--- src/rtl/counter_mod_prescaled.sv ---
// ============================================================================
// Module      : counter_mod_prescaled
// Description : Modulo-N up/down counter with prescaler, clear, load, tc/wrap.
//               Define COUNTER_SATURATE_EN to saturate at the ends instead of wrapping.
// Revision    : 1.0
// ============================================================================
`default_nettype none

module counter_mod_prescaled #(
  parameter int unsigned     WIDTH    = 32,
  parameter longint unsigned MODULUS  = 64'd1 << WIDTH,
  parameter int unsigned     PRESCALE = 1
) (
  input  logic             clk,
  input  logic             rst_n,
  input  logic             en,
  input  logic             clr,
  input  logic             load,
  input  logic [WIDTH-1:0] load_val,
  input  logic             up_dn,
  output logic [WIDTH-1:0] count,
  output logic             tc,
  output logic             wrap
);

  localparam logic [WIDTH-1:0] c_MAX = WIDTH'(MODULUS - 64'd1);
  localparam int unsigned      c_PW  = (PRESCALE > 1) ? $clog2(PRESCALE) : 1;

  logic [WIDTH-1:0] r_count;
  logic [WIDTH-1:0] w_next;
  logic [WIDTH-1:0] w_load_val;
  logic             w_step;
  logic             w_at_end;

  generate
    if (PRESCALE == 1) begin : g_no_prescale
      assign w_step = en;
    end else begin : g_prescale
      localparam logic [c_PW-1:0] c_PRE_LAST = c_PW'(PRESCALE - 1);
      logic [c_PW-1:0] r_pre;

      always_ff @(posedge clk or negedge rst_n) begin
        if (!rst_n) begin
          r_pre <= '0;
        end else if (clr || load) begin
          r_pre <= '0;
        end else if (en) begin
          r_pre <= (r_pre == c_PRE_LAST) ? '0 : r_pre + c_PW'(1);
        end
      end

      assign w_step = en && (r_pre == c_PRE_LAST);
    end
  endgenerate

  // The terminal value depends on direction, so tc reacts to up_dn at once.
  assign w_at_end   = up_dn ? (r_count == c_MAX) : (r_count == '0);
  assign tc         = w_at_end;
  assign count      = r_count;
  assign w_load_val = (64'(load_val) > (MODULUS - 64'd1)) ? c_MAX : load_val;

  always_comb begin
    w_next = r_count;
    if (up_dn) begin
`ifdef COUNTER_SATURATE_EN
      w_next = w_at_end ? c_MAX : r_count + WIDTH'(1);
`else
      w_next = w_at_end ? '0 : r_count + WIDTH'(1);
`endif
    end else begin
`ifdef COUNTER_SATURATE_EN
      w_next = w_at_end ? '0 : r_count - WIDTH'(1);
`else
      w_next = w_at_end ? c_MAX : r_count - WIDTH'(1);
`endif
    end
  end

  always_ff @(posedge clk or negedge rst_n) begin
    if (!rst_n) begin
      r_count <= '0;
    end else if (clr) begin
      r_count <= '0;
    end else if (load) begin
      r_count <= w_load_val;
    end else if (w_step) begin
      r_count <= w_next;
    end
  end

`ifdef COUNTER_SATURATE_EN
  assign wrap = 1'b0;
`else
  logic r_wrap;

  always_ff @(posedge clk or negedge rst_n) begin
    if (!rst_n) begin
      r_wrap <= 1'b0;
    end else begin
      r_wrap <= !clr && !load && w_step && w_at_end;
    end
  end

  assign wrap = r_wrap;
`endif

endmodule

`default_nettype wire

--- config.mk ---
export PLATFORM = sky130hd
export DESIGN_NAME = counter_mod_prescaled
export DESIGN_NICKNAME = d
export VERILOG_FILES = /design/src/rtl/counter_mod_prescaled.sv
export SDC_FILE = /design/constraint.sdc
export NUM_CORES = 1
export LEC_CHECK = 0
export CORE_UTILIZATION = 29
export DETAILED_ROUTE_END_ITERATION = 7
export GPL_TIMING_DRIVEN = 1
export HOLD_SLACK_MARGIN = 0.15
export MAX_ROUTING_LAYER = met4
export SLEW_MARGIN = 20
export SYNTH_ARGS = -nofsm -noshare
export SYNTH_HDL_FRONTEND = slang
export SYNTH_SLANG_ARGS = --single-unit
--- constraint.sdc ---
create_clock -name clk -period 6.2 [get_ports clk]
set_input_delay 0.93 -clock clk [delete_from_list [all_inputs] [get_ports clk]]
set_output_delay 0.93 -clock clk [all_outputs]
set_load 0.1 [all_outputs]
== After elaboration in Yosys (flattened, before gate mapping) ==
Cells that the tools add are included.

* Order comparisons: 0
* $mul: 0
* Div/mod/pow operators: 0
* Reduce and logical (&&, ||, !) cells: 7
* Multiplexer cells: 7
* Bitwise operators: 0
* Shifts and indexed selects: 0
* $add $sub $neg: 2
* Eq/ne operators: 1

{| class="wikitable"
|+ Operator list
! kind !! number
|-
| $mux W32 || 6
|-
| $add A32 B1 Y32 const B || 1
|-
| $eq A32 B32 Y1 const B || 1
|-
| $logic_not A32 Y1 || 1
|-
| $sub A32 B1 Y32 const B || 1
|-
| $logic_and A1 B1 Y1 || 3
|-
| $reduce_bool A3 Y1 || 1
|-
| $logic_not A1 Y1 || 2
|-
| $mux W1 || 1
|}

* Bits of input ports: 38
* Logic and storage cells: 19
* Bits in latches: 0
* Flip-flop bits (word level): 33
* Memory bits (read-only): 0
* Output and inout bits: 34
* Memories kept: 0
* RAM bits: 0

== Depth between registers and ports, before layout ==
Gate-level depths: netlist of the first run.

* Depth after elaboration: 7
* Mapped depth: 9
* Mapped depth without buffers: 9

== Least setup slack after synthesis of the first run ==
OpenSTA, ideal clock, no wires.

* Path type: register to output
* Start: register r_count[0], in the netlist count[0]
* End: output tc
* Stages on the path, launching flop included: 7
* Slack: 2221 ps
* Data arrival time: 3049 ps
* Data required time: 5270 ps
* Cells stage by stage: dfrtp_1 > ha_1 > nand3_1 > or3_1 > nor4_4 > nor2_1 > inv_1

* Cells in the longest elaborated chain, start to end: 2
* Elaborated cells between the ends (all ways): 3

{| class="wikitable"
|+ Ends and longest elaborated chain
! item !! line !! RTL
|-
| from (decl) || 29 || <nowiki>logic [WIDTH-1:0] r_count;</nowiki>
|-
| from (signal assigned) || 85 || <nowiki>r_count <= w_load_val;</nowiki>
|-
| from (signal assigned) || 87 || <nowiki>r_count <= w_next;</nowiki>
|-
| $eq A32 B32 Y1 / $logic_not A32 Y1 (equally long branches) || 57 || <nowiki>assign w_at_end = up_dn ? (r_count == c_MAX) : (r_count == '0);</nowiki>
|-
| $mux W1 * || 57 ||
|-
| to (decl) || 22 || <nowiki>output logic tc,</nowiki>
|}

Mark *: on every way between the ends. The rest lies on a longest branch, timed or not.

== Worst setup path in the final report of the first run ==
* Start: input up_dn
* End: output tc

* Cells in the longest elaborated chain, start to end: 1

{| class="wikitable"
|+ Ends and longest elaborated chain
! item !! line !! RTL
|-
| from (decl) || 20 || <nowiki>input logic up_dn,</nowiki>
|-
| $mux W1 || 57 ||
|}

Every way passes these cells.

==> qor.csv, run 1 <==
stage,metric,value,unit
global_routing,grt_max_degree,41,
floorplanning,core,0.0115,mm^2
cells_and_area,drive_gt1_frac,0.0752,
timing,min_period,4.83,ns
worst_setup_path,cp-end-kind,primary output,
synthesis,synth_flop_cell,dfrtp_1,
floorplanning,start_util,0.300,
synthesis,yosys.area.top_type_share,0.240,
drt,ant_nets,0,
clock_tree,clock_sinks,33,
cells_and_area,antenna_cells,0,
worst_setup_path,slowest_stage,or3_1,
synthesis,netlist_instances,469,
worst_hold_path,hold_class,register to register,
cells_and_area,final_cells,648,
floorplanning,fp.dieH,111,um
timing,max_freq,0.207,GHz
worst_setup_path,regToRegSetupSlack,2.99,ns
timing,setup-tns-final,0,ns
timing,fin_crit_sh,0.779,
clock_tree,cts_buffers,5,
timing,whs,0.723,ns
worst_setup_path,path_cells,clkdlybuf4s50_1 -> buf_4 -> inv_1 -> or3_1 -> nor4_4 -> nor2_1 -> inv_1 -> buf_4,
clock_tree,clockBufferDepth,2,
synthesis,syn_nets,510,
job,drv_cap,0,
timing,fin_ws,1.37,ns
worst_setup_path,r2r_end,count[4]$_DFFE_PN0P_,
placement,place_congestion,0.929,
pwr,p_leak,1.59,nW
synthesis,synth.yosys.seq_area_share,0.240,
drt,wire_per_inst,20.9,um
global_routing,grt_pass1_vias,3729,
worst_setup_path,cp-startpoint,up_dn,
synthesis,yosysMostFrequentCell,nand2_1,
floorplanning,die_w,111,um
synthesis,synth_edf_count,0,
synthesis,synth_common_cells,"nand2_1 (44), clkbuf_1 (38), dfrtp_1 (33), o21ai_0 (32), nor3_1 (30)",
clock_tree,htreeDepth,2,
drt,drc,0,
placement,port_buffers,71,
placement,hpwl,9520,um
pwr,max-vdd-ir-drop,0.117,mV
synthesis,yosysTopAreaCell,dfrtp_1,
pwr,cellPowerDensity,208,mW/mm^2
timing,final-setup-viol-count,0,
clock_tree,clkSlewWorstSetupHoldPaths,0.06,ns
cells_and_area,num-nets-final,545,
drt,drt_iter0_drc,448,
drt,totalWireLength,13600,um
synthesis,synth_area_per_cell,7.33,um^2
cells_and_area,final_area,0.00435,mm^2
clock_tree,clockRootBuffer,clkbuf_16,
timing,relSlewSlack,0.348,
cells_and_area,area_delta_synth_final,26.5,%
synthesis,synth_async_sr_flop_share,1.00,
timing,rsz0062_at_grt,no,
synthesis,synth_cell_types,61,
drt,vias,3943,
floorplanning,dieArea,0.0123,mm^2
worst_setup_path,r2r_start,count[12]$_DFFE_PN0P_,
worst_setup_path,worst_setup_path_start_kind,input pin,
worst_setup_path,required,5.27,ns
timing,drv_slew,0,
timing,skew,0.00863,ns
cells_and_area,post-route-util,0.379,
drt,drtPass1Iterations,5,
placement,dp.cells,640,
global_routing,overflow,0,
timing,max_slew.worst_pin.slew,0.975,ns
floorplanning,ios,72,
worst_setup_path,max_stage_delay,0.55,ns
placement,dpl_worst_slack,1.44,ns
clock_tree,cts_tree,yes,
timing,hold_viol_final,0,
clock_tree,clk_latency,0.29,ns
clock_tree,cts_hold_buf,0,
synthesis,synth_area,0.00344,mm^2
worst_setup_path,cp_max_fo,40,
pwr,total_power,905,uW
synthesis,yosysWarnings,0,
synthesis,synthTopCellsByArea,"dfrtp_1 (24%), xor2_1 (4.8%), nand2_1 (4.8%)",
clock_tree,cts_resized,0,
global_routing,antenna_found_initial,0,
worst_setup_path,arrival,3.90,ns
worst_setup_path,reg2regPathDepth,7,
drt,vias_per_cell,6.08,
worst_hold_path,hold_depth,2,
floorplanning,rows,39,
worst_hold_path,worstHoldStart,count[23]$_DFFE_PN0P_,
worst_setup_path,criticalPathCategory,input pin to primary output,
worst_setup_path,cp-endpoint,tc,
global_routing,grt_pass1_wl,21600,um
synthesis,synth_seq_cells,33,
placement,place_area,0.00418,mm^2
clock_tree,postCtsSetupBuffers,0,
run_status,status,"complete, no violations",
global_routing,grtUsageTotal,0.227,
==> state kept, by name (all words and copies together) (netlist names) <==
register / flops
count: 32
wrap: 1
==> worst max-delay path: cells and delay by family <==
family	cells	cell delay, ns
simple gates	3	1.27
buf+inv	5	1.69
==> final cells by class <==
cell class / count / area, um^2
Sequential cell: 33 / 826
Clock inverter: 3 / 46.3
Inverter: 12 / 45.0
Tap cell: 143 / 179
Timing Repair Buffer: 81 / 783
Multi-Input combinational cell: 371 / 2340
Clock buffer: 5 / 125
Fill cell: 1184 / 7120
==> metal layers <==
layer,global-route usage,wire length (um),vias up
li1,-,-,1831
met1,0.313,6210,1912
met2,0.344,6130,183
met3,0.0410,1060,17
met4,0.0516,174,0
met5,-,0,-
==> worst min path at each step <==
stage and to:
6_report count[23]$_DFFE_PN0P_, 5_1_grt count[23]$_DFFE_PN0P_, 4_1_cts count[23]$_DFFE_PN0P_, 3_5_place_dp count[30]$_DFFE_PN0P_, 3_3_place_gp count[14]$_DFFE_PN0P_, 2_1_floorplan count[0]$_DFFE_PN0P_
==> cells by family after synthesis <==
group                      share of synthesized area
and+or+nand+nor                                0.340
AOI/OAI and AO/OA                              0.241
buffers and inverters                         0.0793
DFF                                            0.240
xor gates and xnor gates                      0.0739
muxes                                         0.0153
adders and majority gates                     0.0109
==> where the power goes <==
part / internal (mW) / switching (mW)
registers: 0.230 / 0.0490
logic: 0.104 / 0.224
clock network: 0.190 / 0.108
==> cells in the final DEF, fill, tap and decap left out, types with 5 or more instances in the layout <==
master / count
or2_2: 6
nor2_1: 27
nand4_1: 18
xor2_1: 19
buf_4: 11
nand3_1: 23
clkdlybuf4s50_1: 70
xnor2_1: 10
a21oi_1: 22
a22oi_1: 8
nor3_1: 29
nor3b_1: 5
nor4_1: 18
a22o_1: 6
inv_1: 12
o21ai_0: 32
o31ai_1: 8
clkbuf_16: 5
o211ai_1: 7
dfrtp_1: 33
nand2_1: 44
and4_1: 6
(Power assumes the default switching activity.)
==> inputs of run 2 (changes only) <==
clock period = 4.3 ns   (was 6.2 ns; I/O delays follow)
==> run 2 against run 1 <==
  * Routed wire length increased by 0.85%
  * Cell count increased by 0.62%
  * Sequential share of layout area decreased by 0.12 points
  * First-iteration DRC count decreased by 10%
  * Critical path depth unchanged
  * Via count increased by 1.9%
  * Hold slack got worse by 0.020 ns
  * Clock skew decreased by 0.0020 ns
  * Final area increased by 0.66%
  * Register-to-register slack got worse by 1.6 ns
  * Worst setup slack got worse by 0.48 ns
  * Largest cell class unchanged
==> qor.csv, run 2 (synthesis results as in run 1) <==
stage,metric,value,unit
floorplanning,dieArea,0.0123,mm^2
pwr,cellPowerDensity,289,mW/mm^2
placement,hpwl,9600,um
worst_setup_path,required,3.65,ns
clock_tree,clockBufferDepth,2,
global_routing,overflow,0,
cells_and_area,fillCellCount,1218,
worst_setup_path,reg2regPathDepth,7,
cells_and_area,final_cell_mix,"clkdlybuf4s50_1 (70), nand2_1 (44), dfrtp_1 (33)",
placement,dp.cells,644,
placement,dpl_worst_slack,0.929,ns
clock_tree,postCtsSetupBuffers,0,
placement,port_buffers,71,
worst_setup_path,cp-end-kind,primary output,
cells_and_area,drive_gt1_frac,0.0825,
pwr,max-vdd-ir-drop,0.153,mV
worst_hold_path,hold_depth,2,
timing,max_slew.worst_pin.slew,0.980,ns
cells_and_area,mostFrequentLayoutCell,clkdlybuf4s50_1,
floorplanning,ios,72,
timing,min_period,3.41,ns
floorplanning,start_util,0.300,
worst_setup_path,slowest_stage,clkdlybuf4s50_1,
global_routing,grt_use_met3,0.0416,
global_routing,grt_pass1_vias,3894,
run_status,status,"complete, no violations",
worst_setup_path,max_stage_delay,0.48,ns
placement,place_congestion,0.934,
worst_setup_path,worst-path-buf-inv,4,
cells_and_area,largest_reg_flops,32,
global_routing,grt_pass1_wl,22000,um
cells_and_area,num-nets-final,549,
worst_setup_path,cp.depth,8,
timing,final-setup-viol-count,0,
global_routing,grt_max_degree,40,
timing,fin_crit_sh,0.792,
floorplanning,fp.dieH,111,um
drt,vias_per_cell,6.16,
worst_setup_path,criticalPathCategory,input pin to primary output,
global_routing,antenna_found_initial,0,
cells_and_area,post-route-util,0.382,
clock_tree,htreeDepth,2,
worst_setup_path,path_cells,clkdlybuf4s50_1 -> buf_4 -> nor3b_1 -> nand4_1 -> nor3_2 -> nor2_1 -> inv_1 -> buf_12,
timing,setup-tns-final,0,ns
clock_tree,cts_resized,0,
cells_and_area,antenna_cells,0,
drt,ant_nets,0,
worst_setup_path,cp_max_fo,39,
timing,max_freq,0.294,GHz
worst_hold_path,hold_class,register to register,
clock_tree,clock_sinks,33,
clock_tree,clk_latency,0.28,ns
timing,rsz0062_at_grt,no,
timing,relSlewSlack,0.345,
drt,wire_per_inst,21.0,um
worst_setup_path,crit_family,buffers and inverters,
job,drv_cap,0,
global_routing,grtUsageTotal,0.232,
clock_tree,clkSlewWorstSetupHoldPaths,0.06,ns
worst_setup_path,arrival,2.76,ns
timing,fin_ws,0.894,ns
global_routing,grt.busiest_layer,met2,
floorplanning,die_w,111,um
worst_setup_path,worst_setup_path_start_kind,input pin,
clock_tree,clockRootBuffer,clkbuf_16,
floorplanning,rows,39,
cells_and_area,final_cells,652,
global_routing,met2_usage,0.352,
drt,totalWireLength,13700,um
global_routing,use_met1,0.306,
drt,vias,4018,
drt,drc,0,
clock_tree,cts_tree,yes,
drt,drt_iter0_drc,401,
pwr,p_leak,1.62,nW
drt,drtPass1Iterations,5,
timing,skew,0.00659,ns
floorplanning,core,0.0115,mm^2
timing,drv_slew,0,
cells_and_area,area_delta_synth_final,27.3,%
clock_tree,cts_hold_buf,0,
timing,hold_viol_final,0,
pwr,total_power,1.27,mW
clock_tree,cts_buffers,5,
## run 2: path summary, 6_finish.rpt
kind	to	from	slack, ns
max	tc	up_dn	0.89
min	count[30]$_DFFE_PN0P_	count[30]$_DFFE_PN0P_	0.70
max reg2reg	count[4]$_DFFE_PN0P_	count[21]$_DFFE_PN0P_	1.37
min reg2reg	count[30]$_DFFE_PN0P_	count[30]$_DFFE_PN0P_	0.70
max in group asynchronous	count[26]$_DFFE_PN0P_	rst_n	3.18
min in group asynchronous	wrap$_DFF_PN0_	rst_n	0.79
## run 2: tightest hold or removal path: cells and delay by family, from the launching register on
family	cells	cell delay (ns)
flops	1	0.50
simple gates	1	0.10
compound gates	1	0.06
## run 2: metal layers
layer,routed length (um),vias to the layer above,share of wire
li1,-,1837,-
met5,0,-,0
met4,465,0,0.034
met2,6130,212,0.45
met3,1240,42,0.090
met1,5860,1927,0.43
## run 2: per-stage QoR
step,hold WS [ns],instance area (um^2)
after floorplan,0.349,3440
after global placement,0.682,4220
after detailed placement,0.684,4220
after CTS,0.700,4380
after global routing,0.745,4380
final,0.703,4380
## run 2: cell type report
class                           instances  area (um^2)  area share
Timing Repair Buffer                   85          826       0.189
Clock inverter                          1         5.00     0.00114
Tap cell                              143          179      0.0409
Multi-Input combinational cell        371         2340       0.536
Clock buffer                            7          153      0.0349
Inverter                               12         45.0      0.0103
Sequential cell                        33          826       0.189
## run 2: where the power goes
group          switching [mW]  internal (mW)  total [mW]
clock network           0.145          0.246       0.391
registers              0.0710          0.331       0.402
logic                   0.321          0.151       0.473
